==> src/rtl/pot_spi_ctrl_pkg.sv <==
// Shared definitions for the digital-pot SPI master: FSM encoding,
// default frame width and the pot command-word field layout.
package pot_spi_ctrl_pkg;

    localparam int DEFAULT_POT_W = 16;

    // Width of the small phase counters (CLK_DIV and CS_* are at most 255)
    localparam int CNT_W = 8;

    typedef enum logic [2:0] {
        IDLE  = 3'd0,
        SETUP = 3'd1,
        SHIFT = 3'd2,
        HOLD  = 3'd3,
        GAP   = 3'd4
    } state_t;

    // Pot command word layout as seen by software: [addr|cmd|data]
    localparam int POT_ADDR_MSB = 15;
    localparam int POT_ADDR_LSB = 12;
    localparam int POT_CMD_MSB  = 11;
    localparam int POT_CMD_LSB  = 10;
    localparam int POT_DATA_MSB = 9;
    localparam int POT_DATA_LSB = 0;

    function automatic logic [DEFAULT_POT_W-1:0] pot_word(
        input logic [POT_ADDR_MSB-POT_ADDR_LSB:0] addr,
        input logic [POT_CMD_MSB-POT_CMD_LSB:0]   cmd,
        input logic [POT_DATA_MSB-POT_DATA_LSB:0] data
    );
        return {addr, cmd, data};
    endfunction

endpackage

==> src/rtl/pot_spi_ctrl_if.sv <==
// Request/completion handshake between the selector-register stage
// (master) and the pot SPI controller (slave).
interface pot_spi_ctrl_if
    import pot_spi_ctrl_pkg::*;
#(
    parameter int DATA_W = DEFAULT_POT_W
);
    logic              send_data_spi;
    logic [DATA_W-1:0] dat_spi_out;
    logic              send_ok_strobe;
    logic              pot_busy;

    modport master (
        output send_data_spi, dat_spi_out,
        input  send_ok_strobe, pot_busy
    );

    modport slave (
        input  send_data_spi, dat_spi_out,
        output send_ok_strobe, pot_busy
    );
endinterface

==> src/rtl/pot_spi_ctrl_spi_tick_gen.sv <==
// One-cycle tick every CLK_DIV enabled cycles; the counter restarts from
// zero whenever enable drops so the first tick after enable is CLK_DIV away.
module spi_tick_gen
    import pot_spi_ctrl_pkg::*;
#(
    parameter int CLK_DIV = 2
) (
    input  logic clk,
    input  logic rst_,
    input  logic en,
    output logic tick
);
    localparam logic [CNT_W-1:0] DIV_LAST = CNT_W'(CLK_DIV - 1);

    logic [CNT_W-1:0] div_cnt;

    assign tick = en && (div_cnt == DIV_LAST);

    // Divider counter: free-runs while enabled, wraps on each tick
    always_ff @(posedge clk) begin
        if (rst_ || !en || tick)
            div_cnt <= '0;
        else
            div_cnt <= div_cnt + 1'b1;
    end
endmodule

==> src/rtl/pot_spi_ctrl.sv <==
// SPI mode-0 master for the selector-mux digital pot. Takes a level
// request plus word, shifts it out MSB first, captures MISO, and returns
// a one-cycle completion strobe and a busy flag. All outputs registered.
module pot_spi_ctrl
    import pot_spi_ctrl_pkg::*;
#(
    parameter int DATA_W   = DEFAULT_POT_W,
    parameter int CLK_DIV  = 2,
    parameter int CS_SETUP = 2,
    parameter int CS_HOLD  = 2,
    parameter int CS_GAP   = 4
) (
    input  logic              clk,
    input  logic              rst_,
    pot_spi_ctrl_if.slave     up,
    output logic              spi_cs_n,
    output logic              spi_sclk,
    output logic              spi_mosi,
    input  logic              spi_miso,
    output logic [DATA_W-1:0] rx_data
);
    localparam int BIT_W = $clog2(DATA_W);

    localparam logic [CNT_W-1:0] SETUP_N   = CNT_W'(CS_SETUP);
    localparam logic [CNT_W-1:0] HOLD_LAST = CNT_W'(CS_HOLD - 1);
    localparam logic [CNT_W-1:0] GAP_LAST  = CNT_W'(CS_GAP - 1);
    localparam logic [BIT_W-1:0] BIT_LAST  = BIT_W'(DATA_W - 1);

    state_t            state, state_d;
    logic [CNT_W-1:0]  cnt, cnt_d;
    logic [BIT_W-1:0]  bit_cnt, bit_d;
    logic [DATA_W-1:0] tx_sh, tx_d;
    logic [DATA_W-1:0] rx_sh, rx_d;
    logic [DATA_W-1:0] rx_data_d;
    logic              arm, arm_d;
    logic              cs_d, sclk_d, mosi_d;
    logic              busy_q, busy_d;
    logic              strobe_q, strobe_d;
    logic              tick_en, tick;

    assign up.pot_busy       = busy_q;
    assign up.send_ok_strobe = strobe_q;

    // SCLK divider runs once CS setup has elapsed and through the shift phase;
    // the last CLK_DIV cycles of SETUP lead into the first rising edge.
    assign tick_en = ((state == SETUP) && (cnt >= SETUP_N)) || (state == SHIFT);

    spi_tick_gen #(.CLK_DIV(CLK_DIV)) u_tick (
        .clk  (clk),
        .rst_ (rst_),
        .en   (tick_en),
        .tick (tick)
    );

    // Next-state and next-output logic for the frame sequencer
    always_comb begin
        state_d   = state;
        cnt_d     = cnt;
        bit_d     = bit_cnt;
        tx_d      = tx_sh;
        rx_d      = rx_sh;
        rx_data_d = rx_data;
        cs_d      = spi_cs_n;
        sclk_d    = spi_sclk;
        mosi_d    = spi_mosi;
        busy_d    = busy_q;
        strobe_d  = 1'b0;
        // Re-arm whenever the request is seen low, so a held request fires once
        arm_d     = arm | ~up.send_data_spi;

        case (state)
            IDLE: begin
                if (up.send_data_spi && arm) begin
                    tx_d    = up.dat_spi_out;
                    mosi_d  = up.dat_spi_out[DATA_W-1];
                    cs_d    = 1'b0;
                    busy_d  = 1'b1;
                    arm_d   = 1'b0;
                    cnt_d   = '0;
                    bit_d   = '0;
                    state_d = SETUP;
                end
            end
            SETUP: begin
                if (cnt < SETUP_N)
                    cnt_d = cnt + 1'b1;
                // The tick that ends SETUP is also the first rising edge
                if (tick) begin
                    sclk_d  = 1'b1;
                    rx_d    = {rx_sh[DATA_W-2:0], spi_miso};
                    state_d = SHIFT;
                end
            end
            SHIFT: begin
                if (tick) begin
                    if (!spi_sclk) begin
                        sclk_d = 1'b1;
                        rx_d   = {rx_sh[DATA_W-2:0], spi_miso};
                    end else begin
                        sclk_d = 1'b0;
                        tx_d   = {tx_sh[DATA_W-2:0], 1'b0};
                        mosi_d = tx_sh[DATA_W-2];
                        if (bit_cnt == BIT_LAST) begin
                            cnt_d   = '0;
                            state_d = HOLD;
                        end else begin
                            bit_d = bit_cnt + 1'b1;
                        end
                    end
                end
            end
            HOLD: begin
                if (cnt == HOLD_LAST) begin
                    cs_d      = 1'b1;
                    rx_data_d = rx_sh;
                    strobe_d  = 1'b1;
                    cnt_d     = '0;
                    state_d   = GAP;
                end else begin
                    cnt_d = cnt + 1'b1;
                end
            end
            GAP: begin
                if (cnt == GAP_LAST) begin
                    busy_d  = 1'b0;
                    state_d = IDLE;
                end else begin
                    cnt_d = cnt + 1'b1;
                end
            end
            default: state_d = IDLE;
        endcase
    end

    // State and output registers; reset wins over any pending strobe
    always_ff @(posedge clk) begin
        if (rst_) begin
            state    <= IDLE;
            cnt      <= '0;
            bit_cnt  <= '0;
            tx_sh    <= '0;
            rx_sh    <= '0;
            rx_data  <= '0;
            arm      <= 1'b1;
            spi_cs_n <= 1'b1;
            spi_sclk <= 1'b0;
            spi_mosi <= 1'b0;
            busy_q   <= 1'b0;
            strobe_q <= 1'b0;
        end else begin
            state    <= state_d;
            cnt      <= cnt_d;
            bit_cnt  <= bit_d;
            tx_sh    <= tx_d;
            rx_sh    <= rx_d;
            rx_data  <= rx_data_d;
            arm      <= arm_d;
            spi_cs_n <= cs_d;
            spi_sclk <= sclk_d;
            spi_mosi <= mosi_d;
            busy_q   <= busy_d;
            strobe_q <= strobe_d;
        end
    end
endmodule
==> src/flat_wrapper.sv <==
// flat-port wrapper written by rule: the top's interface ports become plain ports
module pot_spi_ctrl_flat import pot_spi_ctrl_pkg::*;
#(
    parameter int DATA_W   = DEFAULT_POT_W,
    parameter int CLK_DIV  = 2,
    parameter int CS_SETUP = 2,
    parameter int CS_HOLD  = 2,
    parameter int CS_GAP   = 4
)
  (clk, rst_, spi_cs_n, spi_sclk, spi_mosi, spi_miso, rx_data, up_send_data_spi, up_dat_spi_out, up_send_ok_strobe, up_pot_busy);
  pot_spi_ctrl_if #(.DATA_W(DATA_W)) up_i ();
  input  logic clk;
  input  logic rst_;
  output logic spi_cs_n;
  output logic spi_sclk;
  output logic spi_mosi;
  input  logic spi_miso;
  output logic [DATA_W-1:0] rx_data;
  input wire logic [$bits(up_i.send_data_spi)-1:0] up_send_data_spi;
  input wire logic [$bits(up_i.dat_spi_out)-1:0] up_dat_spi_out;
  output wire logic [$bits(up_i.send_ok_strobe)-1:0] up_send_ok_strobe;
  output wire logic [$bits(up_i.pot_busy)-1:0] up_pot_busy;
  assign up_i.send_data_spi = up_send_data_spi;
  assign up_i.dat_spi_out = up_dat_spi_out;
  assign up_send_ok_strobe = up_i.send_ok_strobe;
  assign up_pot_busy = up_i.pot_busy;
  pot_spi_ctrl #(.DATA_W(DATA_W), .CLK_DIV(CLK_DIV), .CS_SETUP(CS_SETUP), .CS_HOLD(CS_HOLD), .CS_GAP(CS_GAP)) u_core (.clk(clk), .rst_(rst_), .up(up_i), .spi_cs_n(spi_cs_n), .spi_sclk(spi_sclk), .spi_mosi(spi_mosi), .spi_miso(spi_miso), .rx_data(rx_data));
endmodule
==> config.mk <==
export PLATFORM = sky130hd
export DESIGN_NAME = pot_spi_ctrl_flat
export DESIGN_NICKNAME = d
export VERILOG_FILES = /design/src/rtl/pot_spi_ctrl_pkg.sv /design/src/rtl/pot_spi_ctrl_if.sv /design/src/rtl/pot_spi_ctrl_spi_tick_gen.sv /design/src/rtl/pot_spi_ctrl.sv /design/src/flat_wrapper.sv
export SDC_FILE = /design/constraint.sdc
export NUM_CORES = 1
export LEC_CHECK = 0
export CAP_MARGIN = 20
export CORE_AREA = 2 2 81 83
export CTS_CLUSTER_SIZE = 40
export DETAILED_ROUTE_END_ITERATION = 16
export DIE_AREA = 0 0 83 85
export MAX_ROUTING_LAYER = met4
export PLACE_DENSITY_LB_ADDON = 0.25
export SYNTH_ARGS = -nofsm -noshare
export SYNTH_HDL_FRONTEND = slang
export SYNTH_HIERARCHICAL = 1
export SYNTH_SLANG_ARGS = --single-unit
==> constraint.sdc <==
create_clock -name clk -period 7.3 [get_ports clk]
set_input_delay 1.46 -clock clk [delete_from_list [all_inputs] [get_ports clk]]
set_output_delay 1.46 -clock clk [all_outputs]
set_load 0.02 [all_outputs]
==> summary.md, run 1 <==
## Outcome
• outcome: complete, no violations

## Final layout
• combined area of the multi-input logic cells: 0.00166 mm^2
• number of antenna cells inserted: 0
• Filler cells: 540
• Reg area: 0.00152 mm^2
• final cell count without fillers: 499
• Synth-to-Final Area Change: 19.0%
• share of final-layout standard cells stronger than drive strength 1: 8.29%
• number of nets in the layout: 443

## Floorplanning
• core footprint: 0.00620 mm^2
• initial core utilization: 53.5%
• chip height: 85 um
• Die Wd: 83 um
• site row count: 29
• Top-Level Pins: 41
• overall die area: 0.00706 mm^2

## Routing
• wire per inst: 13.6 um
• drt drc: 0
• Via-to-Cell Ratio: 5.54
• Antenna Violating Nets Remaining: 0
• initial DRC count: 197
• total detailed-routing wirelength: 6.79 mm
• number of vias in the routed layout: 2,766
• drt first pass iters: 4

## Power
• leakage power of the design: 0.00151 uW
• fraction of power consumed by the clock network: 42.5%
• Sw Share: 24.4%
• Cell Int Power: 653 uW
• Combinational Power Share: 7.3%
• Reg power frac: 50.2%
• peak supply drop: 0.000174 V
• net switching component of the power: 211 uW
• power density over the cells: 219 mW/mm^2

## Synth
• most frequent cells after synthesis: sky130_fd_sc_hd__dfxtp_1, sky130_fd_sc_hd__nand2_1, sky130_fd_sc_hd__nor2_1
• netlist area before placement: 0.00332 mm^2
• number of library cell types mapped by synthesis: 48
• number of flops mapped to enable cells by yosys: 0
• Synth Instances: 387
• Synth Register Bits: 76
• sequential cell area fraction in the yosys report: 45.9%
• largest cells by area after synthesis: sky130_fd_sc_hd__dfxtp_1, sky130_fd_sc_hd__nand2_1, sky130_fd_sc_hd__a21oi_1
• count of synthesis-stage warnings from yosys: 6
• most used flip-flop cell after synthesis: sky130_fd_sc_hd__dfxtp_1
• post-synth top area cell: sky130_fd_sc_hd__dfxtp_1
• synthesized area divided by synthesized cell count: 8.57 um^2
• most numerous cell in the Yosys netlist: sky130_fd_sc_hd__dfxtp_1
• share of synthesized registers carrying an async set or reset: 0%
• top-area cell type share of the netlist area: 45.9%
• Synthesized Nets: 413

## STA
• highest clock rate: 279 MHz
• total negative slack for setup checks: 0 ps
• total setup violations reported at the end of the flow: 0
• worst setup skew after layout: 9.08 ps
• worst slew margin relative to its limit: 27.6%
• final number of hold-violating endpoints: 0
• Period minus WS final: 3580 ps
• number of pins with negative max-slew slack in the final report: 0
• measured slew at the worst slew-check pin: 1090 ps
• setup repair after global routing missed its margin: no
• final worst-path cycle share: 49.0%

## Placement
• detailed placement HPWL: 4.28 mm
• Post-Place Cells: 482
• global placer's final weighted congestion: 0.867
• Port Buf Inserts: 40

## Clock tree
• TritonCTS Buffers: 9
• Clock Sink Count: 76
• number of buffers between clock root and the deepest sink: 2
• Clock transition at path regs: 90 ps
• CTS-repair resized insts: 0
• Clk Latency, worst-skew pair: 340 ps
• clock tree from TritonCTS: yes
• number of levels the H-tree was split into: 3
• post-CTS setup repair buffer count: 0
• clk root buf: sky130_fd_sc_hd__clkbuf_8
• number of buffers added to fix hold violations after cts: 0

## Setup path
• data arrival time of the critical path: 3850 ps
• Setup Crit Path Kind: reg -> reg
• CP Capture Type: register
• startpoint kind of the worst setup timing path: register
• maximum fanout along the worst path: 16
• required time at the worst-slack endpoint: 7570 ps
• R2R cell count: 10
• slack of the worst reg-to-reg path: 3720 ps

## Hold path
• Cells on Worst Hold Path: 2
• Hold WC Path Type: reg -> reg

## GRT
• number of global-route vias before repair: 2,596
• Congestion Overflow GR: 0
• largest net degree at the start of global routing: 63
• number of antenna violations at the first check in global routing: 0
• wire length of the first global-routing pass: 11.7 mm
• GRT Util Overall: 20.7%

## Flow run
• number of max-cap violations: 0

## power by group through the flow
stage,Sequential (uW),Combinational [uW],Clock (uW)
floorplan,442,41.1,0
global placement,443,59.9,0
detailed placement,443,61.2,0
CTS,434,62.1,376
global route,436,70.2,393
finish,434,63.1,367
## area by class of cell
cell class	instances	area share, %
Sequential cell	76	38.5
Clock inverter	7	2.69
Timing Repair Buffer	41	10.4
Multi-Input combinational cell	281	42.0
Inverter	8	0.760
Tap cell	77	2.44
Clock buffer	9	3.14
## critical path, cell delays in order, from the launching register on
cell and delay, ps:
sky130_fd_sc_hd__dfxtp_1 550, sky130_fd_sc_hd__inv_1 170, sky130_fd_sc_hd__nor2_1 240, sky130_fd_sc_hd__o31ai_1 130, sky130_fd_sc_hd__a21oi_1 190, sky130_fd_sc_hd__or4bb_4 570, sky130_fd_sc_hd__nor2_1 330, sky130_fd_sc_hd__a31o_2 230
sky130_fd_sc_hd__nand3_1 360, sky130_fd_sc_hd__or4_1 600, sky130_fd_sc_hd__a21oi_1 150
## registers in the layout, summed over array words and instances (netlist names)
| name | cells |
|---|---|
| u_core/spi_cs_n | 1 |
| u_core/cnt | 8 |
| u_core/bit_cnt | 4 |
| u_core/up.send_ok_strobe | 1 |
| u_core/spi_mosi | 1 |
| u_core/spi_sclk | 1 |
| u_core/u_tick/div_cnt | 8 |
| u_core/tx_sh | 15 |
| u_core/up.pot_busy | 1 |
| u_core/rx_sh | 16 |
| u_core/state | 3 |
| u_core/arm | 1 |
| u_core/rx_data | 16 |
## layout by cell type, fill, tap and decap left out, types with 9 or more instances in the layout
| cell type | n |
|---|---|
| sky130_fd_sc_hd__nor2_1 | 44 |
| sky130_fd_sc_hd__nand3_1 | 14 |
| sky130_fd_sc_hd__a311oi_1 | 15 |
| sky130_fd_sc_hd__clkbuf_8 | 9 |
| sky130_fd_sc_hd__dfxtp_1 | 76 |
| sky130_fd_sc_hd__nand2_1 | 75 |
| sky130_fd_sc_hd__mux2i_1 | 17 |
| sky130_fd_sc_hd__a21oi_1 | 34 |
| sky130_fd_sc_hd__o21ai_0 | 9 |
| sky130_fd_sc_hd__clkdlybuf4s50_1 | 39 |
## logic make-up after synthesis
family | after synthesis | synth area share, %
AND/OR/NAND/NOR | 175 | 25.0
AO/OA/AOI/OAI | 77 | 15.5
flip-flops | 76 | 45.9
buffers and inverters | 30 | 4.19
multiplexers | 18 | 5.81
adder cells (fa/ha/maj) | 6 | 2.26
XOR/XNOR | 5 | 1.32
## per-stage QoR
stage	cell area [um^2]	hold slack (ps)	power (uW)	worst slack [ps]	util, %
6_report	3950	455	864	3720	63.6
5_1_grt	3950	473	899	3360	63.6
3_3_place_gp	3700	441	503	3920	59.7
3_5_place_dp	3700	443	505	3710	59.7
4_1_cts	3930	458	872	3660	63.4
2_1_floorplan	3320	435	484	4580	-
## path summary, 6_finish.rpt
| path | from | end |
|---|---|---|
| worst max register to register | u_core/state[0]$_SDFFE_PP0P_ | u_core/cnt[3]$_SDFFE_PP0P_ |
| worst min-delay path | u_core/rx_data[12]$_SDFFE_PP0P_ | u_core/rx_data[12]$_SDFFE_PP0P_ |
| worst max-delay path | u_core/state[0]$_SDFFE_PP0P_ | u_core/cnt[3]$_SDFFE_PP0P_ |
| worst min register to register | u_core/rx_data[12]$_SDFFE_PP0P_ | u_core/rx_data[12]$_SDFFE_PP0P_ |
## routing by layer
layer  up-vias  routed length [um]  global-route usage (%)
li1       1413                   -                       -
met1      1297                3210                    24.7
met2        50                3240                    34.0
met3         6                 269                    4.86
met4         0                  63                    8.49
met5         -                   0                       -
Note: power is estimated with default switching activity, not from simulation.
==> run 2: changes to the inputs <==
CORE_AREA = 2 2 85 87   (was 2 2 81 83)
DIE_AREA = 0 0 87 89   (was 0 0 83 85)
clock period = 3.05 ns   (was 7.3 ns; I/O delays follow)
==> summary.md, run 2 (synthesis results as in run 1) <==
## GRT
• GRT Util Overall: 18.4%, -2.4 points
• Congestion Overflow GR: 0, unchanged
• number of antenna violations at the first check in global routing: 0, unchanged
• wire length of the first global-routing pass: 11.2 mm, -4.3%
• largest net degree at the start of global routing: 36, -43%
• number of global-route vias before repair: 2,556, -1.5%

## Placement
• detailed placement HPWL: 4.38 mm, +2.4%
• Place WS: 240 ps, -3470 ps
• global placer's final weighted congestion: 0.840, -3.1%
• Port Buf Inserts: 40, unchanged

## Clock tree
• number of buffers added to fix hold violations after cts: 0, unchanged
• Clock Sink Count: 76, unchanged
• clk root buf: sky130_fd_sc_hd__clkbuf_8
• number of buffers between clock root and the deepest sink: 2, unchanged
• Clk Latency, worst-skew pair: 340 ps, about the same
• TritonCTS Buffers: 9, unchanged
• clock tree from TritonCTS: yes
• number of levels the H-tree was split into: 3, unchanged
• Clock transition at path regs: 80 ps, about the same

## Final layout
• Filler cells: 592, +9.6%
• commonest non-fill, non-tap cells in the layout: sky130_fd_sc_hd__dfxtp_1, sky130_fd_sc_hd__nand2_1, sky130_fd_sc_hd__nor2_1
• Synth-to-Final Area Change: 20.6%
• number of nets in the layout: 451, +1.8%
• share of final-layout standard cells stronger than drive strength 1: 10.0%, +1.7 points
• registers with the most flip-flops: u_core/rx_data x16, u_core/rx_sh x16, u_core/tx_sh x15
• number of antenna cells inserted: 0, unchanged
• most common cell after layout, fill and taps aside: sky130_fd_sc_hd__dfxtp_1

## Flow run
• number of max-cap violations: 0, unchanged

## STA
• measured slew at the worst slew-check pin: 708 ps, -378 ps
• total setup violations reported at the end of the flow: 0, unchanged
• Final Worst Setup Slack: 248 ps, -3470 ps
• number of pins with negative max-slew slack in the final report: 0, unchanged
• worst setup skew after layout: 10.1 ps, +1.01 ps
• highest clock rate: 357 MHz, +28%
• total negative slack for setup checks: 0 ps, unchanged
• final number of hold-violating endpoints: 0, unchanged
• Period minus WS final: 2800 ps, -777 ps
• final worst-path cycle share: 91.9%, +43 points
• worst slew margin relative to its limit: 52.8%, +25 points
• setup repair after global routing missed its margin: no

## Setup path
• peak per-stage delay on the critical path: 580 ps, -20 ps
• count of buffering cells on the critical path with inverters included: 2, +1
• library cell appearing most often on the critical path: sky130_fd_sc_hd__nor2_1
• maximum fanout along the worst path: 16, unchanged
• required time at the worst-slack endpoint: 3270 ps, -4300 ps
• Largest delay share family, worst path: simple AND/OR/NAND/NOR gates
• cell chain of the critical path: inv_1 > nor2_2 > o31ai_1 > a21oi_1 > or4bb_4 > nor2_1 > buf_4 > nor2b_1 > o21ai_4 > mux2i_1 > nor2_1
• CP Capture Type: register
• startpoint kind of the worst setup timing path: register
• cell with the largest stage delay on the worst path: sky130_fd_sc_hd__or4bb_4
• Setup Crit Path Kind: reg -> reg
• data arrival time of the critical path: 3020 ps, -830 ps

## Routing
• total detailed-routing wirelength: 6.64 mm, -2.2%
• wire per inst: 13.0 um, -4.3%
• Antenna Violating Nets Remaining: 0, unchanged
• initial DRC count: 120, -39%
• number of vias in the routed layout: 2,773, +0.25%
• drt first pass iters: 4, unchanged
• Via-to-Cell Ratio: 5.44, -1.9%
• drt drc: 0, unchanged

## Power
• total power: 1970 uW, +130%
• peak supply drop: 0.000238 V, +37%
• leakage power of the design: 0.00153 uW, +1.3%
• power density over the cells: 492 mW/mm^2, +130%

## Outcome
• outcome: complete, no violations

## Floorplanning
• site row count: 30, +3.4%
• core footprint: 0.00672 mm^2, +8.3%
• Top-Level Pins: 41, unchanged
• chip height: 89 um, +4.7%
• Die Wd: 87 um, +4.8%
• initial core utilization: 49.4%, -4.1 points
• overall die area: 0.00774 mm^2, +9.8%

## Hold path
• Hold WC Path Type: reg -> reg

==> run 2: tightest hold or removal path, delay by kind of cell (launching register included) <==
kind | cells | cell delay, ps
AND/OR/NAND/NOR | 1 | 50
flip-flops | 1 | 310
AO/OA/AOI/OAI | 1 | 50
==> run 2: final cells by class <==
type | instances | area, um^2 | share of cell area (%)
tap | 80 | 100 | 2.50
timing repair buffer | 49 | 475 | 11.9
multi-input combinational | 281 | 1670 | 41.8
clock buffer | 11 | 141 | 3.53
clock inverter | 5 | 61.3 | 1.53
sequential | 76 | 1520 | 38.0
inverter | 8 | 30.0 | 0.751
==> run 2: through the flow <==
step,util [%],instances,hold slack [ps],area [um^2]
after floorplan,-,387,435,3320
after detailed placement,56.4,494,445,3790
after CTS,59.4,510,461,3990
final,59.5,510,455,4000
after global routing,59.5,510,474,4000
after global placement,56.4,494,443,3790
==> run 2: power breakdown <==
group	switching, uW	internal (uW)
Combinational	84.6	74.6
Clock	372	402
Sequential	17.2	1020
Total	474	1490
==> run 2: worst paths after layout <==
check                                               startpoint                        endpoint  slack, ps  depth (start not counted)
worst min-delay path            u_core/rx_data[5]$_SDFFE_PP0P_  u_core/rx_data[5]$_SDFFE_PP0P_        450                          2
worst max register to register    u_core/state[0]$_SDFFE_PP0P_   u_core/rx_sh[10]$_SDFFE_PP0P_        250                         11
worst min register to register  u_core/rx_data[5]$_SDFFE_PP0P_  u_core/rx_data[5]$_SDFFE_PP0P_        450                          2
worst max-delay path              u_core/state[0]$_SDFFE_PP0P_   u_core/rx_sh[10]$_SDFFE_PP0P_        250                         11
==> run 2: per-layer routing <==
metal / part of all wire [%] / global-route usage [%] / wire, um
met5: 0 / - / 0
met4: 1.1 / 7.39 / 76
met3: 4.6 / 3.69 / 302
met2: 44 / 28.7 / 2950
met1: 50 / 23.4 / 3310
==> run 2: what timing repair did <==
item | 4_1_cts | 5_1_grt
buffers inserted | 0 | 0
resized for setup | 0 | 2
setup endpoints to repair | 0 | 3
